--- src/rtl/lscnt_timer_ctrl.sv ---
// lscnt_timer_ctrl: sequencing controller for an LSCNTEL down-counter chain.
// Drives the chain's load strobes, load data and carry-in. Holds the host reload
// value and control bits, detects terminal count and raises a held interrupt.
// Optional feature macro: LSCNT_CTRL_PRESCALE_EN (tick every P+1 RUN cycles).
module lscnt_timer_ctrl #(
  parameter int unsigned WIDTH = 16,
  parameter int unsigned PRE_W = 8
) (
  input  logic             CLK,
  input  logic             RESET,
  input  logic             WR_RELOAD,
  input  logic [WIDTH-1:0] RELOAD_D,
  input  logic             WR_CTRL,
  input  logic [2:0]       CTRL_D,
  input  logic [PRE_W-1:0] PRESCALE_D,
  input  logic             STOP,
  input  logic             IRQ_ACK,
  input  logic             CHAIN_CO,
  input  logic [WIDTH-1:0] CNT_Q,
  output logic             LD,
  output logic             LDL,
  output logic [WIDTH-1:0] CNT_D,
  output logic             CI,
  output logic             IRQ,
  output logic             BUSY
);

  typedef enum logic [1:0] {
    ST_IDLE = 2'd0,
    ST_LOAD = 2'd1,
    ST_RUN  = 2'd2
  } state_t;

  state_t           state_q, state_d;
  logic [WIDTH-1:0] reload_q, reload_d;
  logic             auto_q, auto_d;
  logic             irq_en_q, irq_en_d;
  logic             irq_q, irq_d;

  logic start_cmd;
  logic in_run;
  logic tick;
  logic zero_q;
  logic decr;
  logic expiry;

  assign start_cmd = WR_CTRL & CTRL_D[0];
  assign in_run    = (state_q == ST_RUN);
  assign zero_q    = (CNT_Q == '0);

`ifdef LSCNT_CTRL_PRESCALE_EN
  logic [PRE_W-1:0] presc_q, presc_d;
  logic [PRE_W-1:0] pcnt_q, pcnt_d;

  // Prescale divisor register and tick phase counter (restarted by LOAD only).
  always_comb begin
    presc_d = WR_CTRL ? PRESCALE_D : presc_q;
    pcnt_d  = pcnt_q;
    if (state_q == ST_LOAD) begin
      pcnt_d = '0;
    end else if (in_run) begin
      pcnt_d = (pcnt_q >= presc_q) ? '0 : pcnt_q + 1'b1;
    end
  end

  // Prescaler state registers.
  always_ff @(posedge CLK) begin
    if (RESET) begin
      presc_q <= '0;
      pcnt_q  <= '0;
    end else begin
      presc_q <= presc_d;
      pcnt_q  <= pcnt_d;
    end
  end

  assign tick = in_run & (pcnt_q == '0);
`else
  logic [PRE_W-1:0] unused_prescale;
  assign unused_prescale = PRESCALE_D;
  assign tick = in_run;
`endif

  // A STOP cycle holds the chain, but terminal count is only visible on CO
  // while CI is low; so during STOP, CI is dropped only when the chain reads
  // zero, which makes CO report the expiry without a CI->CO->CI loop.
  assign decr   = tick & (start_cmd | ~STOP | zero_q);
  assign expiry = tick & ~CHAIN_CO;

  // Chain drive: load strobes, load data and carry-in.
  always_comb begin
    LD    = 1'b0;
    CNT_D = '0;
    CI    = ~decr;
    if (state_q == ST_LOAD) begin
      LD    = 1'b1;
      CNT_D = reload_q;
    end else if (expiry) begin
      LD    = 1'b1;
      CNT_D = auto_q ? reload_q : '0;
    end
  end

  assign LDL  = ~LD;
  assign IRQ  = irq_q;
  assign BUSY = (state_q == ST_LOAD) | in_run;

  // Next-state, host register writes and interrupt.
  always_comb begin
    state_d  = state_q;
    reload_d = WR_RELOAD ? RELOAD_D : reload_q;
    auto_d   = WR_CTRL ? CTRL_D[1] : auto_q;
    irq_en_d = WR_CTRL ? CTRL_D[2] : irq_en_q;
    irq_d    = irq_q;

    if (IRQ_ACK) irq_d = 1'b0;
    if (expiry && irq_en_q) irq_d = 1'b1;

    unique case (state_q)
      ST_IDLE: if (start_cmd) state_d = ST_LOAD;
      ST_LOAD: state_d = start_cmd ? ST_LOAD : ST_RUN;
      ST_RUN: begin
        if (start_cmd) begin
          state_d = ST_LOAD;
        end else if (expiry) begin
          state_d = (STOP || !auto_q) ? ST_IDLE : ST_RUN;
        end else if (STOP) begin
          state_d = ST_IDLE;
        end
      end
      default: state_d = ST_IDLE;
    endcase
  end

  // State and register update with synchronous reset.
  always_ff @(posedge CLK) begin
    if (RESET) begin
      state_q  <= ST_IDLE;
      reload_q <= '0;
      auto_q   <= 1'b0;
      irq_en_q <= 1'b0;
      irq_q    <= 1'b0;
    end else begin
      state_q  <= state_d;
      reload_q <= reload_d;
      auto_q   <= auto_d;
      irq_en_q <= irq_en_d;
      irq_q    <= irq_d;
    end
  end

endmodule

--- config.mk ---
export PLATFORM = sky130hd
export DESIGN_NAME = lscnt_timer_ctrl
export DESIGN_NICKNAME = d
export VERILOG_FILES = /design/src/rtl/lscnt_timer_ctrl.sv
export SDC_FILE = /design/constraint.sdc
export NUM_CORES = 1
export LEC_CHECK = 0
export ABC_CLOCK_PERIOD_IN_PS = 4800
export CAP_MARGIN = 10
export CORE_ASPECT_RATIO = 1.2
export CORE_MARGIN = 3
export CORE_UTILIZATION = 39
export CTS_BUF_LIST = sky130_fd_sc_hd__clkbuf_4
export DETAILED_ROUTE_END_ITERATION = 8
export PLACE_DENSITY = 0.88
export SLEW_MARGIN = 25
export SYNTH_ARGS = -nofsm -noshare
export SYNTH_HDL_FRONTEND = slang
export SYNTH_SLANG_ARGS = --single-unit
--- constraint.sdc ---
create_clock -name CLK -period 4.8 [get_ports CLK]
set_input_delay 0.96 -clock CLK [delete_from_list [all_inputs] [get_ports CLK]]
set_output_delay 0.96 -clock CLK [all_outputs]
set_load 0.005 [all_outputs]
**Word level (Yosys, flattened, before mapping)**

Index checks and enable logic that the tools add are counted.

- Output and inout bits: 21
- Word-level logic and storage cells: 40
- Register bits after elaboration: 21

- Reduce and logical (&&, ||, !) cells: 7
- Multiplexer cells: 14
- Equality and inequality tests: 4
- Bitwise logic cells: 10

Operator list:

| kind | count |
|---|---|
| $mux W16 | 3 |
| $logic_not A16 Y1 | 1 |
| $mux W2 | 6 |
| $pmux W2 S3 | 1 |
| $mux W1 | 4 |
| $ne A4 B3 Y1 const B | 1 |
| $not A1 Y1 | 4 |
| $and A1 B1 Y1 | 3 |
| $or A1 B1 Y1 | 3 |
| $eq A2 B1 Y1 const B | 1 |
| $eq A2 B2 Y1 const B | 1 |
| $logic_not A2 Y1 | 1 |
| $ne A2 B2 Y1 const B | 1 |
| $reduce_and A2 Y1 | 1 |
| $reduce_bool A2 Y1 | 1 |
| $logic_and A1 B1 Y1 | 1 |
| $logic_not A1 Y1 | 1 |
| $logic_or A1 B1 Y1 | 1 |

**Depth between registers and ports, before layout**

- Word-level depth: 6
- Depth in mapped cells: 6

**Least setup slack after synthesis**

Ideal clock, no wire load.

- Kind: input to output
- Start: input CHAIN_CO
- End: output CNT_D[0]
- Arrival time: 1484 ps
- Stages: 4
- Path buffers: 1
- Slack: 2356 ps
- Cells stage by stage: nor2b_4 > a21oi_4 > buf_2 > nor2b_1

- Longest elaborated chain between the ends: 4

RTL lines:

| element | RTL line | text |
|---|---|---|
| from (decl) | 18 | `input logic CHAIN_CO,` |
| $not A1 Y1 | 88 | `assign expiry = tick & ~CHAIN_CO;` |
| $and A1 B1 Y1 | 88 |  |
| $mux W16 | 98 | `end else if (expiry) begin` |
| $mux W16 | 95 | `if (state_q == ST_LOAD) begin` |
| to (decl) | 22 | `output logic [WIDTH-1:0] CNT_D,` |

Every way passes these cells.

**Worst setup path after layout**

- Start: input CHAIN_CO
- End: output CNT_D[14]

Same word-level chain as after synthesis.

==> results <==
- The run finished with clean final reports.
- In the global route stage, overall resource usage came out at 16.91%.
- The largest fanout of any net on the critical path is 16.
- A synthesized cell averages 9.322 um^2.
- The number of port buffers is 62.
- The highest clock frequency the design can meet is 289.5 MHz.
- Once the floorplan was initialized, standard cells occupied 43.10% of the core.
- The latest clock arrival within the worst-skew pair is 0.30 ns.
- The first global-routing pass estimated 4.409 mm of wire.
- The total wirelength of the detailed-routed design is 2.630 mm.
- Entering global routing, the biggest net connects 22 pins.
- The root cell of the clock tree is sky130_fd_sc_hd__clkbuf_4.
- Power spread over the standard cell area amounts to 206.9 nW/um^2.
- In the routed design, unresolved DRC markers number 0.
- For this run, the post-layout net count is 227.
- In the final layout, the share of cells above drive strength 1 is 5.233%.
- The cell depth of the worst min-delay path is 2.
- The end of the worst register-to-register path is state_q[1]$_SDFFE_PP0P_.
- The overall power after layout is 0.3506 mW.
- In the layout the commonest cells are sky130_fd_sc_hd__clkdlybuf4s50_1, sky130_fd_sc_hd__dfxtp_1, sky130_fd_sc_hd__nor2_1.
- The clock arrives with 0.01395 ns of skew.
- The area inside the core boundary is 2401 um^2.
- The number of hold-slack violations in the final timing report is 0.
- For this design, the CTS-stage hold fixing added 0 buffers.
- STA classifies the critical path endpoint as a primary output.
- The required time at the worst-slack endpoint is 3.84 ns.
- The library cell occupying the most area in the post-synthesis netlist is sky130_fd_sc_hd__dfxtp_1.
- The remaining antenna violation count after routing is 0.
- For flop-to-flop paths, the worst setup slack is 3.34 ns.
- The average via count per standard cell is 4.951.
- The top-level I/O count is 71.
- Of the synthesized area, sequential elements account for 40.63%.
- Clock-pin slew was measured on the worst setup and hold paths at 0.10 ns.
- Before antenna repair, the detailed router went through 4 iterations.
- The worst register-to-register path has a depth of 5.
- The Yosys warning count is 0.
- In this run, CTS created clock tree buffers numbering 3.
- In the post-synthesis netlist, the biggest area contributors are sky130_fd_sc_hd__dfxtp_1, sky130_fd_sc_hd__mux2i_1, sky130_fd_sc_hd__nor2b_1.
- The detailed router placed 1,005 vias in this run.
- The class of the worst hold path is flop to flop.
- The number of max-cap violations is 0.
- The worst path needs 3.454 ns of the cycle, external delays included.
- The initial antenna violation count is 0.
- The combined area of all synthesized cells is 1035 um^2.
- Setup violations remaining at the end of the flow were counted as 0.
- The type of element launching the critical path is a primary input.
- The horizontal die dimension is 53.02 um.
- The number of H-tree levels is 1.
- The number of fillers in the final layout is 181.
- The detail-routed net length per standard cell is 12.96 um.
- The die covers 3310 um^2.
- The die height is 62.43 um.
- TritonCTS built the clock tree.
- The area added between synthesis and finish is 63.72%.
- The start point of the worst hold path is reload_q[4]$_SDFFE_PP0P_.
- The total setup buffers inserted after CTS is 0.
- Counting every net in the synthesized netlist gives 165.
- The number of distinct library cells after synthesis is 25.
- Routability-driven placement finished with a final weighted congestion of 0.7308.
- For the pin with the worst max-slew slack, the measured transition is 0.9161 ns.
- The number of diodes added for antenna fixing is 0.
- After synthesis the netlist holds a flip-flop and latch count of 21.
- Setup repair after global routing left no endpoint under its margin.
- The most common cell after layout, fill and taps aside is sky130_fd_sc_hd__clkdlybuf4s50_1.
- The worst register-to-register path begins at state_q[0]$_SDFFE_PP0P_.
- The via count of the first global-routing pass is 1,076.
- The data arrival time of the worst path is 2.49 ns.
- The sink count of the clock tree is 21.
- The leakage power of the design is 0.6953 nW.
- IR analysis of the VDD net gives a maximum drop of 162.1 uV.
- The maximum buffer depth of the clock tree is 2.
- The row count is 19.
- The detailed router finished its first iteration with 4 violations.
- The category of the critical setup timing path is primary input to primary output.
- The instance count of the mapped netlist is 111.
- The total negative setup slack is 0 ns.
- The share of synthesized area in the top cell type comes to 40.63%.
- The final number of max-transition violations is 0.
- The post-cts sizing count is 0.
- The normalized max-slew margin is 38.73%.
- The half-perimeter wire length of the detailed placement result is 2.171 mm.
- Global routing finished with a remaining overflow of 0.
- The capture endpoint of the worst hold path is reload_q[4]$_SDFFE_PP0P_.
- The final critical path takes up 71.96% of the cycle.
- The minimum hold slack is 0.5028 ns.
-- stage by stage --
step | util [%] | worst slack, ns | area [um^2] | std cells
finish | 70.56 | 1.346 | 1694 | 203
global route | 70.56 | 1.250 | 1694 | 203
CTS | 70.56 | 1.325 | 1694 | 203
detailed placement | 69.41 | 1.324 | 1667 | 199
global placement | 69.41 | 1.341 | 1667 | 199
floorplan | - | 2.356 | 1035 | 111
-- cell usage after synthesis --
library cell	instances
sky130_fd_sc_hd__nand2_1	1
sky130_fd_sc_hd__nor2_1	20
sky130_fd_sc_hd__nor4_1	4
sky130_fd_sc_hd__nor2b_4	1
sky130_fd_sc_hd__dfxtp_1	21
sky130_fd_sc_hd__nor2b_1	17
sky130_fd_sc_hd__or3_1	1
sky130_fd_sc_hd__buf_2	1
sky130_fd_sc_hd__mux2i_1	18
sky130_fd_sc_hd__o21ai_0	1
sky130_fd_sc_hd__o211ai_1	1
sky130_fd_sc_hd__or2_2	1
sky130_fd_sc_hd__clkbuf_1	2
sky130_fd_sc_hd__buf_4	2
sky130_fd_sc_hd__and3b_1	1
sky130_fd_sc_hd__a21oi_4	1
sky130_fd_sc_hd__ha_1	4
sky130_fd_sc_hd__nor3_1	1
sky130_fd_sc_hd__inv_1	5
sky130_fd_sc_hd__a31o_2	1
sky130_fd_sc_hd__and4_1	1
sky130_fd_sc_hd__a41o_1	1
sky130_fd_sc_hd__o211a_1	1
sky130_fd_sc_hd__nand2_2	1
sky130_fd_sc_hd__a21oi_1	3
-- worst max path at each step --
stage	startpoint	slack, ns	cells after the start	end
floorplan	CHAIN_CO	2.36	4	CNT_D[0]
CTS	CHAIN_CO	1.33	5	CNT_D[0]
detailed placement	CHAIN_CO	1.32	5	CNT_D[14]
global placement	CHAIN_CO	1.34	5	CNT_D[9]
finish	CHAIN_CO	1.35	5	CNT_D[14]
global route	CHAIN_CO	1.25	5	CNT_D[0]
-- critical path, stage by stage --
cell and delay (ns):
sky130_fd_sc_hd__clkdlybuf4s50_1 0.53, sky130_fd_sc_hd__nor2b_4 0.07, sky130_fd_sc_hd__a21oi_4 0.37, sky130_fd_sc_hd__nor2b_1 0.10, sky130_fd_sc_hd__clkdlybuf4s50_1 0.46
-- sequential cells by signal, summed over array words and instances, names as in the netlist --
| signal | count |
|---|---|
| IRQ | 1 |
| auto_q | 1 |
| state_q | 2 |
| irq_en_q | 1 |
| reload_q | 16 |
-- where the power goes --
group	internal (mW)	switching, mW	leakage, nW
clock	0.0309	0.0499	0.0177
sequential	0.184	0.00517	0.173
combinational	0.0530	0.0276	0.505
-- cell type report --
cell class / instances / area, um^2 / area share, %
well taps: 31 / 38.79 / 2.290
clock buffers: 3 / 22.52 / 1.329
multi-input cells: 80 / 568.0 / 33.53
flip-flops and latches: 21 / 420.4 / 24.82
clock inverters: 1 / 5.005 / 0.2954
repair buffers: 62 / 620.6 / 36.63
inverters: 5 / 18.77 / 1.108
-- routing by layer --
| layer | GRT usage [%] | routed length, um | share of wire [%] |
|---|---|---|---|
| met1 | 17.19 | 982 | 37 |
| met4 | 4.153 | 12 | 0.46 |
| met2 | 32.30 | 1375 | 52 |
| met5 | 0 | 0 | 0 |
| met3 | 4.535 | 260 | 9.9 |
-- cell families (layout without fill, tap and decap cells) --
family                     after synthesis  in the layout  share of synthesized area [%]
buffers and inverters                   10             71                          4.474
DFF                                     21             21                          40.63
and+or+nand+nor                         49             49                          25.63
AOI/OAI and AO/OA                        9              9                          7.013
adders and majority gates                4              4                          4.837
muxes                                   18             18                          17.41
Note: power is estimated with default switching activity, not from simulation.
